### config.mk
export PLATFORM = sky130hd
export DESIGN_NAME = instruction_fetch_flat
export DESIGN_NICKNAME = d
export VERILOG_FILES = /design/src/rtl/instruction_fetch_if.sv /design/src/rtl/instruction_fetch.sv /design/src/flat_wrapper.sv
export SDC_FILE = /design/constraint.sdc
export NUM_CORES = 1
export LEC_CHECK = 0
export ABC_AREA = 1
export CORE_ASPECT_RATIO = 1.5
export CORE_UTILIZATION = 35
export DETAILED_ROUTE_END_ITERATION = 12
export GPL_ROUTABILITY_DRIVEN = 0
export MAX_ROUTING_LAYER = met4
export PLACE_DENSITY_LB_ADDON = 0.1
export SYNTH_ARGS = -nofsm -noshare
export SYNTH_HDL_FRONTEND = slang
export SYNTH_SLANG_ARGS = --single-unit
### constraint.sdc
create_clock -name clk -period 1.9 [get_ports clk]
set_input_delay 0.38 -clock clk [delete_from_list [all_inputs] [get_ports clk]]
set_output_delay 0.38 -clock clk [all_outputs]
set_load 0.1 [all_outputs]
### src/rtl/instruction_fetch_if.sv
// Memory read port between the fetch stage and instruction memory.
//   o_addr     : read address, driven by the fetch stage
//   o_rd       : read request, held high until acknowledged
//   i_mem_data : read data, valid while i_mem_ack is high
//   i_mem_ack  : single-cycle acknowledge from memory
interface instruction_fetch_if;
    logic [31:0] o_addr;
    logic        o_rd;
    logic [31:0] i_mem_data;
    logic        i_mem_ack;

    modport master (
        output o_addr,
        output o_rd,
        input  i_mem_data,
        input  i_mem_ack
    );

    modport slave (
        input  o_addr,
        input  o_rd,
        output i_mem_data,
        output i_mem_ack
    );
endinterface

### src/rtl/instruction_fetch.sv
// Fetch stage feeding the instruction register. While the CPU state is FETCH
// it reads one word at the current PC and delivers it as a one-cycle o_valid
// pulse. It also handles misaligned PCs, memory timeouts and flushes.
//
// Ports:
//   clk, rst       : clock, synchronous active-high reset
//   state          : CPU state (FETCH = 0)
//   i_pc           : address of next instruction
//   i_flush        : abandon current fetch
//   mem            : memory read port (master side)
//   o_instr        : fetched word (held between deliveries)
//   o_valid        : one-cycle delivery strobe
//   o_fault        : one-cycle fault strobe
//   o_fault_cause  : 0 = misaligned PC, 1 = timeout (held)
//   o_busy         : high while in REQ or DRAIN
//   o_fetch_count  : delivered instruction count
//
// state | meaning
// ------+------------------------------------------------------------
// IDLE  | waiting for FETCH; launches request or flags misalignment
// REQ   | request outstanding; waits for ack, flush or timeout
// DRAIN | flushed request still outstanding; swallow the ack
// DONE  | one delivery/fault done; wait for FETCH to end or a flush
module instruction_fetch #(
    parameter logic [15:0] TIMEOUT = 16'd255
) (
    input  logic                       clk,
    input  logic                       rst,
    input  logic [31:0]                state,
    input  logic [31:0]                i_pc,
    input  logic                       i_flush,
    instruction_fetch_if.master        mem,
    output logic [31:0]                o_instr,
    output logic                       o_valid,
    output logic                       o_fault,
    output logic [1:0]                 o_fault_cause,
    output logic                       o_busy,
    output logic [31:0]                o_fetch_count
);

    typedef enum logic [1:0] {IDLE, REQ, DRAIN, DONE} fsm_t;

    localparam logic [31:0] FETCH   = 32'h0;
    localparam logic [15:0] TO_LAST = TIMEOUT - 16'd1;

    fsm_t        fsm_q, fsm_n;
    logic [31:0] addr_q, addr_n;
    logic        rd_q, rd_n;
    logic [31:0] instr_q, instr_n;
    logic        valid_q, valid_n;
    logic        fault_q, fault_n;
    logic [1:0]  cause_q, cause_n;
    logic        busy_q, busy_n;
    logic [31:0] count_q, count_n;
    logic [15:0] timer_q, timer_n;

    logic fetch;
    assign fetch = (state == FETCH);

    always_ff @(posedge clk) begin
        if (rst) begin
            fsm_q   <= IDLE;
            addr_q  <= '0;
            rd_q    <= 1'b0;
            instr_q <= '0;
            valid_q <= 1'b0;
            fault_q <= 1'b0;
            cause_q <= '0;
            busy_q  <= 1'b0;
            count_q <= '0;
            timer_q <= '0;
        end else begin
            fsm_q   <= fsm_n;
            addr_q  <= addr_n;
            rd_q    <= rd_n;
            instr_q <= instr_n;
            valid_q <= valid_n;
            fault_q <= fault_n;
            cause_q <= cause_n;
            busy_q  <= busy_n;
            count_q <= count_n;
            timer_q <= timer_n;
        end
    end

    always_comb begin
        fsm_n   = fsm_q;
        addr_n  = addr_q;
        rd_n    = rd_q;
        instr_n = instr_q;
        valid_n = 1'b0;
        fault_n = 1'b0;
        cause_n = cause_q;
        busy_n  = busy_q;
        count_n = count_q;
        timer_n = timer_q;

        case (fsm_q)
            IDLE: begin
                if (fetch && !i_flush) begin
                    if (i_pc[1:0] != 2'b00) begin
                        fault_n = 1'b1;
                        cause_n = 2'd0;
                        fsm_n   = DONE;
                    end else begin
                        addr_n  = i_pc;
                        rd_n    = 1'b1;
                        timer_n = '0;
                        busy_n  = 1'b1;
                        fsm_n   = REQ;
                    end
                end
            end
            REQ: begin
                if (i_flush) begin
                    if (mem.i_mem_ack) begin
                        rd_n   = 1'b0;
                        busy_n = 1'b0;
                        fsm_n  = IDLE;
                    end else begin
                        fsm_n  = DRAIN;
                    end
                end else if (mem.i_mem_ack) begin
                    instr_n = mem.i_mem_data;
                    valid_n = 1'b1;
                    count_n = count_q + 32'd1;
                    rd_n    = 1'b0;
                    busy_n  = 1'b0;
                    fsm_n   = DONE;
                end else if ((TIMEOUT != 16'd0) && (timer_q == TO_LAST)) begin
                    rd_n    = 1'b0;
                    busy_n  = 1'b0;
                    fault_n = 1'b1;
                    cause_n = 2'd1;
                    fsm_n   = DONE;
                end else begin
                    timer_n = timer_q + 16'd1;
                end
            end
            DRAIN: begin
                // flush already taken; only the outstanding ack matters
                if (mem.i_mem_ack) begin
                    rd_n   = 1'b0;
                    busy_n = 1'b0;
                    fsm_n  = IDLE;
                end
            end
            DONE: begin
                if (!fetch || i_flush) begin
                    fsm_n = IDLE;
                end
            end
            default: fsm_n = IDLE;
        endcase
    end

    assign mem.o_addr    = addr_q;
    assign mem.o_rd      = rd_q;
    assign o_instr       = instr_q;
    assign o_valid       = valid_q;
    assign o_fault       = fault_q;
    assign o_fault_cause = cause_q;
    assign o_busy        = busy_q;
    assign o_fetch_count = count_q;

endmodule
### src/flat_wrapper.sv
// flat-port wrapper written by rule: the top's interface ports become plain ports
module instruction_fetch_flat 
#(
    parameter logic [15:0] TIMEOUT = 16'd255
)
  (clk, rst, state, i_pc, i_flush, o_instr, o_valid, o_fault, o_fault_cause, o_busy, o_fetch_count, mem_o_addr, mem_o_rd, mem_i_mem_data, mem_i_mem_ack);
  instruction_fetch_if mem_i ();
  input  logic clk;
  input  logic rst;
  input  logic [31:0] state;
  input  logic [31:0] i_pc;
  input  logic i_flush;
  output logic [31:0] o_instr;
  output logic o_valid;
  output logic o_fault;
  output logic [1:0] o_fault_cause;
  output logic o_busy;
  output logic [31:0] o_fetch_count;
  output wire logic [$bits(mem_i.o_addr)-1:0] mem_o_addr;
  output wire logic [$bits(mem_i.o_rd)-1:0] mem_o_rd;
  input wire logic [$bits(mem_i.i_mem_data)-1:0] mem_i_mem_data;
  input wire logic [$bits(mem_i.i_mem_ack)-1:0] mem_i_mem_ack;
  assign mem_o_addr = mem_i.o_addr;
  assign mem_o_rd = mem_i.o_rd;
  assign mem_i.i_mem_data = mem_i_mem_data;
  assign mem_i.i_mem_ack = mem_i_mem_ack;
  instruction_fetch #(.TIMEOUT(TIMEOUT)) u_core (.clk(clk), .rst(rst), .state(state), .i_pc(i_pc), .i_flush(i_flush), .mem(mem_i), .o_instr(o_instr), .o_valid(o_valid), .o_fault(o_fault), .o_fault_cause(o_fault_cause), .o_busy(o_busy), .o_fetch_count(o_fetch_count));
endmodule
==> flow_summary_export.csv <==
group,metric,value,unit
placed_design,io_buffers,200,
critical_path,critPathCaptureType,"flop",
hold_path,hold_path_class,"flop to flop",
floorplanning,start_util,36.1,%
pwr,total_power,6.61,mW
status,status,"completed",
sta,period_needed,1.73,ns
layout,antenna_cells,0,
layout,fill_cells,1468,
layout,drive_above_1_share,21.2,%
synth,synth_top_area_share,43.4,%
sta,finalMaxSlewViolations,0,
clock_tree,clock_latency,0.42,ns
run,cap_violations,0,
detailed_routing,highest_layer,"met4",
synth,yosysMostFrequentCell,"nor2_1",
detailed_routing,route.detailed.drc,0,
pwr,leakage,3.57,nW
clock_tree,h-tree-depth,4,
synth,synthTopCellsByArea,"dfxtp_1 43%, nor2_1 16%, o21ai_0 8.2%, nand2_1 7.3%, inv_1 4.8%",
critical_path,cp_num_buf_inv,3,
synth,ys_seq_area_share,43.4,%
sta,fmax,578,MHz
synth,synthArstFlopShare,0,%
floorplanning,coreArea,15200,µm²
global_routing,antenna_found_initial,0,
clock_tree,cts.path.max_buffers,2,
clock_tree,clkSlewWorstSetupHoldPaths,0.05,ns
critical_path,critical_path.slowest_cell,"clkdlybuf4s50_1",
critical_path,critPathRequiredTime,2.21,ns
floorplanning,row_count,55,
layout,syn2layout_area_growth,57.0,%
synth,postSynthCellCount,797,
critical_path,cp_slowest_stage_delay,0.39,ns
critical_path,worstSetupPathType,"input port to flop",
sta,finalSetupViolations,0,
synth,synthesis.area,5500,µm²
global_routing,grt_pass1_wl,26300,µm
synth,synth_top_cell_by_area,"dfxtp_1",
floorplanning,io-pin-count,202,
detailed_routing,wl_met1,6560,µm
sta,grt_setup_unrepaired,"yes",
critical_path,path_common_cell,"nor2_1",
detailed_routing,final_antenna_net_count,0,
synth,syn_nets,906,
critical_path,timing.critical_path.cells,"clkdlybuf4s50_1, or2_0, nor2_1, nand3_2, nor3_4, inv_1, buf_12, nor2_1, nor2_1",
global_routing,grt_pass1_vias,5676,
synth,synth_edf_count,0,
critical_path,cp_top_family,"simple AND/OR/NAND/NOR gates",
global_routing,overflow,0,
synth,synthFlopType,"dfxtp_1",
detailed_routing,wl_met3,790,µm
clock_tree,cts.sinks,119,
sta,fin_skew,0.0113,ns
clock_tree,cts_buffers,17,
detailed_routing,wl_met2,7940,µm
floorplanning,die_area,16200,µm²
critical_path,reg2reg_slack,0.17,ns
sta,hold_viol,0,
pwr,powerDensity,766,nW/µm²
global_routing,grt_usage,21.0,%
synth,syn_area_per_cell,6.89,µm²
layout,nets,1128,
detailed_routing,routed_wl,15700,µm
floorplanning,die_y,155,µm
synth,yosys-top-cells-count,"232 x nor2_1, 119 x dfxtp_1, 107 x nand2_1",
sta,setup_tns,0,ns
critical_path,cp_max_fo,21,
floorplanning,die_x,104,µm
detailed_routing,detail_route.wl_per_cell,12.8,µm
synth,yosysWarnings,0,
synth,synth_cell_type_count,41,
detailed_routing,drt_first_pass_iters,4,
clock_tree,cts_hold_buf,0,
global_routing,grt_max_degree,35,
clock_tree,cts_tree,"built",
pwr,vdd_drop_max,0.494,mV
clock_tree,cts_root_buf,"clkbuf_16",
critical_path,setup.worst_path.start_class,"input port",
detailed_routing,via_per_inst,4.67,
sta,timing.final.crit_share,91.1,%
detailed_routing,drt_iter0_markers,205,
critical_path,cp.arrival,2.04,ns
synth,ys_seq_elements,119,
detailed_routing,route.vias.total,5741,
placed_design,dpl.hpwl,11700,µm
## tightest hold or removal path, stage by stage, from the launching register on
cell and delay [ns]:
dfxtp_1 0.31, nand2_1 0.06, nor2_1 0.04
## path summary, 6_finish.rpt
path / from / end / depth (start not counted)
hold reg to reg: u_core.mem.o_addr[0] / u_core.mem.o_addr[0] / 2
setup / recovery: state[3] / u_core.mem.o_addr[25] / 9
setup reg to reg: u_core.fsm_q[0] / u_core.timer_q[7] / 10
hold / removal: u_core.mem.o_addr[0] / u_core.mem.o_addr[0] / 2
## metal layers
metal  up-vias  track usage [%]
li1       2997                -
met1      2564             22.5
met2       150             36.3
met3        30             5.66
met4         0             8.84
met5         -                -
## through the flow
stage / hold slack [ns] / cell area (µm²) / util [%] / worst slack, ns / cells
final: 0.445 / 8630 / 56.7 / 0.169 / 1230
after global routing: 0.472 / 8630 / 56.7 / -0.0346 / 1230
after CTS: 0.446 / 8590 / 56.5 / 0.0471 / 1230
after detailed placement: 0.436 / 8020 / 52.7 / -0.292 / 1199
after global placement: 0.430 / 8020 / 52.7 / -0.251 / 1199
after floorplan: 0.470 / 5530 / - / 0.00662 / 797
## cells by family after synthesis
group	Yosys count	share of synthesized area (%)
buffers and inverters	104	7.76
adder cells (fa/ha/maj)	9	2.05
flip-flops	119	43.4
AO/OA/AOI/OAI	142	13.6
AND/OR/NAND/NOR	415	32.0
XOR/XNOR	7	1.12
other	1	0.0682
## area by class of cell
class	count	area, µm²	share of cell area (%)
repair buffers	233	2390	27.7
inverters	74	278	3.22
well taps	199	249	2.89
clock buffers	19	443	5.13
flip-flops and latches	119	2420	28.1
clock inverters	12	129	1.49
multi-input cells	574	2720	31.5
## sequential cells by signal, summed over array words and instances (netlist names)
name	flops
u_core.o_valid	1
u_core.o_fault	1
u_core.o_fault_cause	1
u_core.o_fetch_count	32
u_core.mem.o_addr	32
u_core.mem.o_rd	1
u_core.o_instr	32
u_core.fsm_q	2
u_core.o_busy	1
u_core.timer_q	16
## power breakdown
group	internal, mW	switching (mW)	leakage (nW)
logic	0.416	0.513	2.32
registers	2.53	0.0216	0.972
clock network	1.95	1.18	0.275
total	4.89	1.72	3.57
## timing repair
action / in CTS / in global routing
buffers inserted: 0 / 0
endpoints found under the setup margin: 0 / 27
gates resized for setup: 0 / 11
## placed cells by master, fill, tap and decap left out, types with 4 or more instances in the layout
master	count
o21ai_0	89
nand2_1	106
xor2_1	4
buf_4	102
clkbuf_16	17
nor2_1	229
buf_12	31
ha_1	7
nor2_4	5
nor3_1	12
dfxtp_2	25
dfxtp_1	92
a21oi_1	33
clkdlybuf4s50_1	99
nand4_1	6
nand3_1	35
clkinv_2	4
o21a_1	6
a31oi_1	4
inv_1	70
nor2_2	5
Power figures use the tool's default switching activity.
